## src/rtl/tl_width_narrower.sv

```systemverilog
// TileLink-UL width narrower: wide client port (IN_BYTES/beat) to narrow
// manager port (OUT_BYTES/beat).
//   auto_in_a_*  : client A channel (wide). Puts are split into narrow beats,
//                  Gets are forwarded as a single narrow beat.
//   auto_out_a_* : manager A channel (narrow).
//   auto_out_d_* : manager D channel (narrow). AccessAckData beats of a group
//                  are gathered; the last beat completes the wide beat.
//   auto_in_d_*  : client D channel (wide).
//   clock/reset  : single clock, asynchronous active-high reset.
module tl_width_narrower #(
  parameter int IN_BYTES    = 8,
  parameter int OUT_BYTES   = 4,
  parameter int ADDR_BITS   = 31,
  parameter int SOURCE_BITS = 3,
  parameter int SIZE_BITS   = 3
) (
  input  logic                     clock,
  input  logic                     reset,
  output logic                     auto_in_a_ready,
  input  logic                     auto_in_a_valid,
  input  logic [2:0]               auto_in_a_bits_opcode,
  input  logic [2:0]               auto_in_a_bits_param,
  input  logic [SIZE_BITS-1:0]     auto_in_a_bits_size,
  input  logic [SOURCE_BITS-1:0]   auto_in_a_bits_source,
  input  logic [ADDR_BITS-1:0]     auto_in_a_bits_address,
  input  logic [IN_BYTES-1:0]      auto_in_a_bits_mask,
  input  logic [8*IN_BYTES-1:0]    auto_in_a_bits_data,
  input  logic                     auto_in_a_bits_corrupt,
  input  logic                     auto_in_d_ready,
  output logic                     auto_in_d_valid,
  output logic [2:0]               auto_in_d_bits_opcode,
  output logic [1:0]               auto_in_d_bits_param,
  output logic [SIZE_BITS-1:0]     auto_in_d_bits_size,
  output logic [SOURCE_BITS-1:0]   auto_in_d_bits_source,
  output logic                     auto_in_d_bits_sink,
  output logic                     auto_in_d_bits_denied,
  output logic [8*IN_BYTES-1:0]    auto_in_d_bits_data,
  output logic                     auto_in_d_bits_corrupt,
  input  logic                     auto_out_a_ready,
  output logic                     auto_out_a_valid,
  output logic [2:0]               auto_out_a_bits_opcode,
  output logic [2:0]               auto_out_a_bits_param,
  output logic [SIZE_BITS-1:0]     auto_out_a_bits_size,
  output logic [SOURCE_BITS-1:0]   auto_out_a_bits_source,
  output logic [ADDR_BITS-1:0]     auto_out_a_bits_address,
  output logic [OUT_BYTES-1:0]     auto_out_a_bits_mask,
  output logic [8*OUT_BYTES-1:0]   auto_out_a_bits_data,
  output logic                     auto_out_a_bits_corrupt,
  output logic                     auto_out_d_ready,
  input  logic                     auto_out_d_valid,
  input  logic [2:0]               auto_out_d_bits_opcode,
  input  logic [1:0]               auto_out_d_bits_param,
  input  logic [SIZE_BITS-1:0]     auto_out_d_bits_size,
  input  logic [SOURCE_BITS-1:0]   auto_out_d_bits_source,
  input  logic                     auto_out_d_bits_sink,
  input  logic                     auto_out_d_bits_denied,
  input  logic [8*OUT_BYTES-1:0]   auto_out_d_bits_data,
  input  logic                     auto_out_d_bits_corrupt
);

  localparam int RATIO = IN_BYTES / OUT_BYTES;
  localparam int LR    = $clog2(RATIO);
  localparam int LO    = $clog2(OUT_BYTES);
  localparam int OW    = 8 * OUT_BYTES;

  // Index of the last narrow beat of a group (n-1) for a given lg-size.
  function automatic logic [LR-1:0] grp_last(input logic [SIZE_BITS-1:0] size);
    int lg;
    lg = int'(size) - LO;
    if (lg < 0)  lg = 0;
    if (lg > LR) lg = LR;
    return LR'((1 << lg) - 1);
  endfunction

  // ---------------- A channel split ----------------
  logic [LR-1:0] a_idx;
  logic [LR-1:0] a_last;
  logic [LR-1:0] a_lane;
  logic          a_put;

  always_comb begin
    a_last = grp_last(auto_in_a_bits_size);
    a_put  = (auto_in_a_bits_opcode == 3'd0) || (auto_in_a_bits_opcode == 3'd1);
    // Lane counting starts at the size-aligned group base; Gets never advance.
    a_lane = (auto_in_a_bits_address[LO+LR-1:LO] & ~a_last) + (a_put ? a_idx : '0);
  end

  assign auto_out_a_valid        = auto_in_a_valid;
  assign auto_out_a_bits_opcode  = auto_in_a_bits_opcode;
  assign auto_out_a_bits_param   = auto_in_a_bits_param;
  assign auto_out_a_bits_size    = auto_in_a_bits_size;
  assign auto_out_a_bits_source  = auto_in_a_bits_source;
  assign auto_out_a_bits_address = auto_in_a_bits_address;
  assign auto_out_a_bits_corrupt = auto_in_a_bits_corrupt;
  assign auto_out_a_bits_mask    = auto_in_a_bits_mask[int'(a_lane)*OUT_BYTES +: OUT_BYTES];
  assign auto_out_a_bits_data    = a_put ? auto_in_a_bits_data[int'(a_lane)*OW +: OW] : '0;
  // The wide beat is consumed only with its final narrow beat.
  assign auto_in_a_ready         = auto_out_a_ready && (!a_put || (a_idx == a_last));

  always_ff @(posedge clock or posedge reset) begin
    if (reset) begin
      a_idx <= '0;
    end else if (auto_in_a_valid && auto_out_a_ready && a_put) begin
      a_idx <= (a_idx == a_last) ? '0 : a_idx + 1'b1;
    end
  end

  // ---------------- D channel gather ----------------
  logic [LR-1:0]           d_idx;
  logic [LR-1:0]           d_last;
  logic                    d_final;
  logic                    den_acc;
  logic                    cor_acc;
  logic [(RATIO-1)*OW-1:0] gather_buf;

  always_comb begin
    // Only AccessAckData gathers; anything else behaves as a one-beat group.
    d_last  = (auto_out_d_bits_opcode == 3'd1) ? grp_last(auto_out_d_bits_size) : '0;
    d_final = (d_idx == d_last);
  end

  assign auto_out_d_ready       = d_final ? auto_in_d_ready : 1'b1;
  assign auto_in_d_valid        = auto_out_d_valid && d_final;
  assign auto_in_d_bits_opcode  = auto_out_d_bits_opcode;
  assign auto_in_d_bits_param   = auto_out_d_bits_param;
  assign auto_in_d_bits_size    = auto_out_d_bits_size;
  assign auto_in_d_bits_source  = auto_out_d_bits_source;
  assign auto_in_d_bits_sink    = auto_out_d_bits_sink;
  assign auto_in_d_bits_denied  = den_acc | auto_out_d_bits_denied;
  assign auto_in_d_bits_corrupt = cor_acc | auto_out_d_bits_corrupt;

  // Wide lane i takes group member (i mod n); member n-1 is the live beat,
  // earlier members come from the buffer. Groups smaller than RATIO repeat.
  always_comb begin
    auto_in_d_bits_data = '0;
    for (int i = 0; i < RATIO; i++) begin
      logic [LR-1:0] sel;
      logic [OW-1:0] lane;
      sel  = LR'(i) & d_last;
      lane = auto_out_d_bits_data;
      for (int k = 0; k < RATIO - 1; k++) begin
        if ((sel != d_last) && (sel == LR'(k))) lane = gather_buf[k*OW +: OW];
      end
      auto_in_d_bits_data[i*OW +: OW] = lane;
    end
  end

  always_ff @(posedge clock or posedge reset) begin
    if (reset) begin
      d_idx   <= '0;
      den_acc <= 1'b0;
      cor_acc <= 1'b0;
    end else if (auto_out_d_valid && auto_out_d_ready) begin
      if (d_final) begin
        d_idx   <= '0;
        den_acc <= 1'b0;
        cor_acc <= 1'b0;
      end else begin
        d_idx   <= d_idx + 1'b1;
        den_acc <= den_acc | auto_out_d_bits_denied;
        cor_acc <= cor_acc | auto_out_d_bits_corrupt;
      end
    end
  end

  // Buffer holds data only; its contents are meaningless once d_idx clears.
  always_ff @(posedge clock) begin
    if (auto_out_d_valid && !d_final) begin
      for (int k = 0; k < RATIO - 1; k++) begin
        if (d_idx == LR'(k)) gather_buf[k*OW +: OW] <= auto_out_d_bits_data;
      end
    end
  end

endmodule

```

## config.mk

```make
export PLATFORM = sky130hd
export DESIGN_NAME = tl_width_narrower
export DESIGN_NICKNAME = d
export VERILOG_FILES = /design/src/rtl/tl_width_narrower.sv
export SDC_FILE = /design/constraint.sdc
export NUM_CORES = 1
export LEC_CHECK = 0
export ABC_AREA = 1
export CELL_PAD_IN_SITES_DETAIL_PLACEMENT = 1
export CELL_PAD_IN_SITES_GLOBAL_PLACEMENT = 1
export CORE_MARGIN = 2
export CORE_UTILIZATION = 16
export CTS_BUF_LIST = sky130_fd_sc_hd__clkbuf_16
export DETAILED_ROUTE_END_ITERATION = 16
export MAX_ROUTING_LAYER = met4
export PLACE_DENSITY = 0.8
export SLEW_MARGIN = 20
export SYNTH_ARGS = -nofsm -noshare
export SYNTH_HDL_FRONTEND = slang
export SYNTH_SLANG_ARGS = --single-unit
export TNS_END_PERCENT = 50
```

## constraint.sdc

```tcl
create_clock -name clock -period 2.67 [get_ports clock]
set_input_delay 0.801 -clock clock [delete_from_list [all_inputs] [get_ports clock]]
set_output_delay 0.801 -clock clock [all_outputs]
set_load 0.02 [all_outputs]
```

==> out/metrics.csv, run 1 <==
stage,metric,value,unit
power,powerDensity,379,nW/µm²
setup_path,r2r_cells,7,
floorplan,die_area,20400,µm²
setup_path,r2r-end,gather_buf[4],
power,internal-power,1560,µW
sta,maxClockFrequency,357,MHz
power,clock_power_share,24.9,%
synthesis,synth_ff_type,edfxtp_1,
detailed_routing,via_per_inst,3.87,
layout,finish.utilization,33.1,%
worst_hold_path,hold_start,cor_acc,
worst_hold_path,whs_endpoint,cor_acc,
synthesis,yosysUniqueCellTypes,19,
detailed_routing,firstDrtPassIters,4,
synthesis,synth_edf_count,32,
layout,area_delta_synth_final,102,%
floorplan,rows,50,
clock_network,cts.reportedPaths.clkPinSlew,0.05,ns
detailed_routing,antenna_left,0,
layout,final_nets,832,
global_route,track_usage,12.9,%
outcome,violations,setup timing,
sta,rsz0062_at_grt,true,
clock_network,htreeDepth,2,
setup_path,critPathCaptureType,primary output,
sta,tightest_slew,0.250,ns
detailed_routing,drt_iter0_drc,57,
power,sw_frac_of_total,34.0,%
floorplan,io_pins,330,
layout,fillers,2249,
synthesis,synth_nets,626,
detailed_routing,drc,0,
global_route,grt_pass1_wl,19.7,mm
global_route,grt_pass1_vias,3743,
sta,slew_viol_final,0,
detailed_routing,wire_per_inst,15.3,µm
setup_path,max_stage_delay,0.21,ns
placed_design,dp.cells,889,
power,seqPwrFrac,29.3,%
placed_design,port_buffers,241,
synthesis,ys_ff_latch,36,
placed_design,place.gp.congestion,0.762,
synthesis,ys_warn_count,0,
clock_network,clockBufferDepth,2,
setup_path,crit_chain,buf_8 > nand2_4 > nand2_4 > nor2_4 > nand2_8 > buf_12 > buf_16 > nand3_2 > nand2_1 > nor2_1 > buf_4,
sta,min_period,2.80,ns
floorplan,start_util,16.4,%
power,p_leak,0.00287,µW
clock_network,root_buffer,clkbuf_16,
synthesis,yosysTopAreaCell,edfxtp_1,
synthesis,synthTopCellsByArea,"edfxtp_1, buf_4, nand2_1",
setup_path,crit_buf_inv,4,
synthesis,yosys-top-cells-count,"nand2_1, buf_4, nor2_1",
synthesis,netlist_area,3090,µm²
setup_path,path_delay_family,simple AND/OR/NAND/NOR gates,
worst_hold_path,min_path_cells,2,
synthesis,async_reset_ff_share,11.1,%
setup_path,path_common_cell,nand2_4,
setup_path,path_max_fanout,8,
global_route,antenna_found_initial,0,
global_route,gr-total-overflow,0,
power,switchingPower,803,µW
setup_path,worstPathArrival,2.00,ns
sta,period_share,105,%
placed_design,dp_hpwl,9.50,mm
sta,setup_slack,-0.133,ns
sta,maxSlewHeadroom,83.3,%
synthesis,synth_most_common_cell,nand2_1,
synthesis,netlist_instances,456,
detailed_routing,routed_wl,14.1,mm
outcome,outcome,"finished, violations left",
floorplan,die-width,143,µm
sta,finalHoldViolCount,0,
setup_path,r2r-start,d_idx,
layout,drive_gt1_share,37.0,%
setup_path,r2r_setup_slack,1.04,ns
floorplan,coreArea,18800,µm²
clock_network,holdBufCountCts,0,
flow_run,cap_violations,0,
detailed_routing,vias,3576,
floorplan,die_h,143,µm
synthesis,yosysSeqAreaShare,34.3,%
clock_network,cts.sinks,36,
synthesis,synth.top_cell.area_share,31.1,%
setup_path,cp_slowest_cell,nor2_4,
clock_network,cts_tree,done,
setup_path,critPathKind,input port to primary output,
power,ir_drop,0.444,mV
worst_hold_path,hold_path_class,flip-flop to flip-flop,
setup_path,start_kind,input port,
synthesis,postSynthAreaPerCell,6.77,µm²
layout,antenna_cells,0,
global_route,grt_max_degree,33,
sta,finalSetupViolations,36,
power,combPwrFrac,45.8,%
sta,fin_skew,0.00882,ns
clock_network,worstSkewPairLatency,0.29,ns
layout,fin_cells,923,
clock_network,cts-buffers-inserted,5,
setup_path,crit_required,1.87,ns
==> layer usage <==
layer / wire length [µm] / part of all wire [%] / GRT usage (%) / vias up
li1: - / - / - / 1717
met1: 5330 / 38 / 13.6 / 1633
met2: 7300 / 52 / 23.1 / 203
met3: 1250 / 8.8 / 4.02 / 23
met4: 257 / 1.8 / 3.86 / 0
met5: 0 / 0 / - / -
==> layout make-up <==
type / count / area, µm² / share of cell area [%]
clock inverters: 3 / 17.5 / 0.281
multi-input cells: 270 / 1540 / 24.7
inverters: 44 / 173 / 2.77
flip-flops and latches: 36 / 1060 / 17.0
well taps: 260 / 325 / 5.22
clock buffers: 5 / 125 / 2.01
repair buffers: 305 / 2990 / 47.9
==> power groups by stage <==
| stage | clock, µW | sequential [µW] | combinational [µW] |
|---|---|---|---|
| finish | 589 | 692 | 1080 |
| global route | 619 | 697 | 1160 |
| CTS | 603 | 691 | 1010 |
| detailed placement | 0 | 701 | 932 |
| global placement | 0 | 699 | 919 |
| floorplan | 0 | 697 | 522 |
==> sequential cells by signal, indices dropped and copies added (netlist names) <==
name / flops
cor_acc: 1
d_idx: 1
a_idx: 1
den_acc: 1
gather_buf: 32
==> metrics by stage <==
step           setup WS [ns]  setup TNS, ns  total power [µW]  hold WS, ns  cell area (µm²)
3_5_place_dp          -0.987         -67.93              1630        0.526             5450
3_3_place_gp          -0.968         -65.94              1620        0.518             5450
5_1_grt               -0.208          -4.99              2470        0.564             6230
4_1_cts               -0.155          -3.45              2300        0.533             5990
6_report              -0.133          -2.33              2360        0.524             6230
2_1_floorplan         0.0129              0              1220        0.500             3110
==> cells in the final DEF (no fill, tap or decap), drive strengths merged <==
master | synthesis | final
nand2 | 153 | 154
buf | 104 | 148
clkdlybuf4s50 | 0 | 123
nor2 | 72 | 72
inv | 44 | 45
nand3 | 35 | 35
edfxtp | 32 | 32
dlygate4sd2 | 0 | 30
clkbuf | 3 | 9
a21oi | 4 | 4
dfrtp | 4 | 4
ha | 2 | 2
clkinv | 0 | 2
or2 | 1 | 1
a21o | 1 | 1
o31a | 1 | 1
==> how the worst max path moves through the flow <==
stage | slack, ns | from | to | cells past startpoint
final | -0.13 | auto_in_a_bits_size[1] | auto_out_a_bits_data[20] | 11
after global routing | -0.21 | auto_in_a_bits_size[1] | auto_out_a_bits_data[0] | 11
after CTS | -0.15 | auto_in_a_bits_opcode[1] | auto_out_a_bits_data[11] | 11
after detailed placement | -0.99 | auto_in_a_bits_opcode[2] | auto_out_a_bits_data[23] | 10
after global placement | -0.97 | auto_in_a_bits_opcode[2] | auto_out_a_bits_data[22] | 10
after floorplan | 0.01 | auto_out_d_bits_size[0] | auto_out_d_ready | 7
==> tightest hold or removal path: stages, from the launching register on <==
cell and delay [ns]:
dfrtp_1 0.38, nand2_1 0.06, a21oi_1 0.05
==> cells by family after synthesis <==
| kind of cell | share of synthesized area (%) |
|---|---|
| AND/OR/NAND/NOR | 33.8 |
| buffers and inverters | 29.9 |
| flip-flops | 34.3 |
| AO/OA/AOI/OAI | 1.17 |
| adder cells (fa/ha/maj) | 0.810 |
==> what timing repair did <==
action / CTS / global route
endpoints found under the setup margin: 118 / 68
pin swaps: 33 / 31
setup buffers: 14 / 5
cloned: 7 / 3
resized for setup: 498 / 68
No activity file was read; power rests on OpenSTA's default activity.
==> run 2: changes to the inputs <==
--- a/config.mk
+++ b/config.mk
@@ -5,7 +5,7 @@
 export SDC_FILE = /design/constraint.sdc
 export NUM_CORES = 1
 export LEC_CHECK = 0
-export ABC_AREA = 1
+export ABC_AREA = 0
 export CELL_PAD_IN_SITES_DETAIL_PLACEMENT = 1
 export CELL_PAD_IN_SITES_GLOBAL_PLACEMENT = 1
 export CORE_MARGIN = 2
@@ -13,7 +13,7 @@
 export CTS_BUF_LIST = sky130_fd_sc_hd__clkbuf_16
 export DETAILED_ROUTE_END_ITERATION = 16
 export MAX_ROUTING_LAYER = met4
-export PLACE_DENSITY = 0.8
+export PLACE_DENSITY = 0.78
 export SLEW_MARGIN = 20
 export SYNTH_ARGS = -nofsm -noshare
 export SYNTH_HDL_FRONTEND = slang
==> run 2 against run 1 <==
Compared with the run above:
- the flow still finishes with violations (setup timing)
- critical path depth fell by 3
- synthesized cell count fell by 32%
- combinational power rose by 51%
- clock power up 2%
- worst setup slack worse by 0.22 ns
- global-route usage is 1.1 points higher
- routed wire length is 1.9% higher
- clock-buffer cell count unchanged
- clock skew is 0.0063 ns lower
- critical path type unchanged
- critical endpoint is now auto_out_a_bits_data[6]
==> out/metrics.csv, run 2 <==
stage,metric,value,unit,change
power,ir_drop,0.304,mV,-32%
clock_network,cts.sinks,36,,unchanged
synthesis,yosysSeqAreaShare,35.7,%,+1.3 points
layout,fillers,1973,,-12%
clock_network,cts-buffers-inserted,5,,unchanged
setup_path,cp_slowest_cell,or3_4,,
setup_path,path_delay_family,buffers and inverters,,
clock_network,worstSkewPairLatency,0.28,ns,about the same
synthesis,ys_warn_count,0,,unchanged
setup_path,path_common_cell,buf_6,,
layout,top_register,gather_buf,,
floorplan,rows,49,,-2.0%
outcome,outcome,"finished, violations left",,
sta,slew_viol_final,0,,unchanged
detailed_routing,vias,3144,,-12%
setup_path,max_stage_delay,0.34,ns,+0.13 ns
setup_path,r2r_setup_slack,0.99,ns,-0.05 ns
synthesis,yosysTopAreaCell,edfxtp_1,,
floorplan,start_util,16.4,%,+0.032 points
synthesis,synth_most_common_cell,buf_4,,
synthesis,synth_edf_count,32,,unchanged
flow_run,cap_violations,0,,unchanged
synthesis,synth.top_cell.area_share,32.3,%,+1.2 points
floorplan,die_area,19700,µm²,-3.7%
layout,largest_reg_flops,32,,unchanged
setup_path,crit_buf_inv,4,,unchanged
detailed_routing,drc,0,,unchanged
synthesis,netlist_instances,310,,-32%
detailed_routing,firstDrtPassIters,4,,unchanged
power,seqPwrFrac,23.0,%,-6.3 points
detailed_routing,routed_wl,14.4,mm,+1.9%
clock_network,clockBufferDepth,2,,unchanged
power,combPwrFrac,56.3,%,+10 points
layout,mostFrequentLayoutCells,"clkdlybuf4s50_1, buf_6, buf_4",,
setup_path,critPathCaptureType,primary output,,
synthesis,yosys-top-cells-count,"buf_4, nand2_1, mux2_2",,
clock_network,cts_tree,done,,
detailed_routing,antenna_left,0,,unchanged
power,powerDensity,450,nW/µm²,+19%
setup_path,start_kind,input port,,
global_route,gr-total-overflow,0,,unchanged
global_route,grt_pass1_wl,20.9,mm,+5.9%
sta,rsz0062_at_grt,true,,
sta,finalHoldViolCount,0,,unchanged
setup_path,path_max_fanout,6,,-2
synthesis,async_reset_ff_share,11.1,%,unchanged
floorplan,die_h,140,µm,-1.8%
synthesis,synth_ff_type,edfxtp_1,,
detailed_routing,wire_per_inst,19.3,µm,+26%
sta,maxSlewHeadroom,83.6,%,+0.32 points
floorplan,coreArea,18100,µm²,-4.0%
clock_network,htreeDepth,2,,unchanged
global_route,antenna_found_initial,0,,unchanged
sta,setup_slack,-0.352,ns,-0.220 ns
power,sw_frac_of_total,36.2,%,+2.2 points
sta,min_period,3.02,ns,+0.220 ns
global_route,track_usage,14.0,%,+1.1 points
sta,period_share,113,%,+8.2 points
layout,drive_gt1_share,48.6,%,+12 points
synthesis,postSynthAreaPerCell,9.59,µm²,+42%
placed_design,place.gp.congestion,0.789,,+3.5%
sta,fin_skew,0.00252,ns,-0.00630 ns
floorplan,io_pins,330,,unchanged
clock_network,cts.reportedPaths.clkPinSlew,0.06,ns,about the same
sta,whs,0.509,ns,-0.0156 ns
power,switchingPower,1050,µW,+31%
synthesis,yosysUniqueCellTypes,30,,+11
power,p_leak,0.00260,µW,-9.6%
synthesis,ys_ff_latch,36,,unchanged
setup_path,crit_chain,buf_6 > a21o_4 > or3_4 > and2_4 > buf_4 > buf_16 > o21ai_4 > buf_6,,
power,internal-power,1850,µW,+19%
global_route,grt_pass1_vias,3539,,-5.5%
layout,area_delta_synth_final,117,%,
synthesis,synth_nets,480,,-23%
layout,multi_input_area,1650,µm²,+6.9%
sta,finalSetupTns,-17.40,ns,-15.07 ns
layout,antenna_cells,0,,unchanged
placed_design,dp_hpwl,10.4,mm,+9.3%
layout,final_cell_area,6440,µm²,+3.4%
placed_design,placed_area,5550,µm²,+2.0%
setup_path,crit_required,1.87,ns,about the same
sta,maxClockFrequency,331,MHz,-7.3%
sta,finalSetupViolations,70,,+94%
outcome,violations,setup timing,,
power,clock_power_share,20.7,%,-4.2 points
placed_design,port_buffers,241,,unchanged
clock_network,root_buffer,clkbuf_16,,
sta,tightest_slew,0.245,ns,-0.00493 ns
floorplan,die-width,140,µm,-1.8%
detailed_routing,drt_iter0_drc,54,,-5.3%
setup_path,worstPathArrival,2.22,ns,+0.22 ns
placed_design,post-place-ws,-1.18,ns,-0.189 ns
synthesis,netlist_area,2970,µm²,-3.8%
clock_network,holdBufCountCts,0,,unchanged
detailed_routing,via_per_inst,4.21,,+8.6%
setup_path,critPathKind,input port to primary output,,
worst_hold_path,hold_path_class,flip-flop to flip-flop,,
layout,final_common_cell,clkdlybuf4s50_1,,
layout,final_nets,687,,-17%
synthesis,synthTopCellsByArea,"edfxtp_1, buf_4, mux2_2",,
layout,seq_area,1060,µm²,unchanged
global_route,grt_max_degree,33,,unchanged
-- run 2: cell types whose count changed in the layout (fill, tap and decap cells not counted), sizes merged, moves of 6 or more --
cell / previous run / this run
nor2: 72 / 2
mux2: 0 / 37
inv: 45 / 5
nand2: 154 / 36
o21ai: 0 / 35
nand3: 35 / 1
nand4: 0 / 32
buf: 148 / 154
-- run 2: tightest hold or removal path, delay by kind of cell, from the launching register on --
family / cells / cell delay, ns
AO/OA/AOI/OAI: 1 / 0.06
AND/OR/NAND/NOR: 1 / 0.05
flip-flops: 1 / 0.36
-- run 2: cells by family (layout without fill, tap and decap cells) --
group | after synthesis | count (layout) | synth area share [%]
XOR/XNOR | 1 | 1 | 0.295
AO/OA/AOI/OAI | 42 | 42 | 8.67
multiplexers | 37 | 37 | 14.0
buffers and inverters | 113 | 321 | 26.4
AND/OR/NAND/NOR | 79 | 79 | 14.1
flip-flops | 36 | 36 | 35.7
adder cells (fa/ha/maj) | 2 | 2 | 0.842
-- run 2: power groups by stage --
| stage | Clock [µW] | Combinational, µW | Sequential, µW |
|---|---|---|---|
| after floorplan | 0 | 771 | 677 |
| after global placement | 0 | 1270 | 677 |
| after detailed placement | 0 | 1300 | 678 |
| after CTS | 612 | 1580 | 669 |
| after global routing | 630 | 1720 | 672 |
| final | 599 | 1630 | 668 |
-- run 2: what timing repair did --
action	4_1_cts	5_1_grt
cloned	7	1
endpoints found under the setup margin	148	71
buffers inserted	10	3
endpoints found under the hold margin	0	0
pin swaps	31	19
gates resized for setup	573	35
-- run 2: final timing paths --
kind,from,end,cells after the start
max,auto_in_a_bits_size[0],auto_out_a_bits_data[6],8
min,cor_acc,cor_acc,2
max reg2reg,d_idx,gather_buf[31],5
min reg2reg,cor_acc,cor_acc,2
max in group asynchronous,reset,a_idx,2
min in group asynchronous,reset,d_idx,2
-- run 2: final cells by class --
cell class / count / area share, %
Timing Repair Buffer: 309 / 51.1
Multi-Input combinational cell: 161 / 25.6
Sequential cell: 36 / 16.5
Tap cell: 229 / 4.45
Clock buffer: 5 / 1.94
Clock inverter: 3 / 0.272
Inverter: 4 / 0.233
-- run 2: through the flow --
stage,total power (µW),utilization [%],cells
floorplan,1450,-,310
global placement,1950,30.7,720
detailed placement,1980,30.7,720
CTS,2860,34.7,745
global route,3020,35.6,747
finish,2900,35.6,747
-- run 2: layer usage --
layer	wire (µm)	vias to the layer above	track usage [%]	share of wire, %
met5	0	-	-	0
met4	261	0	3.30	1.8
met3	934	38	2.80	6.5
met2	7980	164	26.8	55
met1	5220	1518	14.8	36
li1	-	1424	-	-
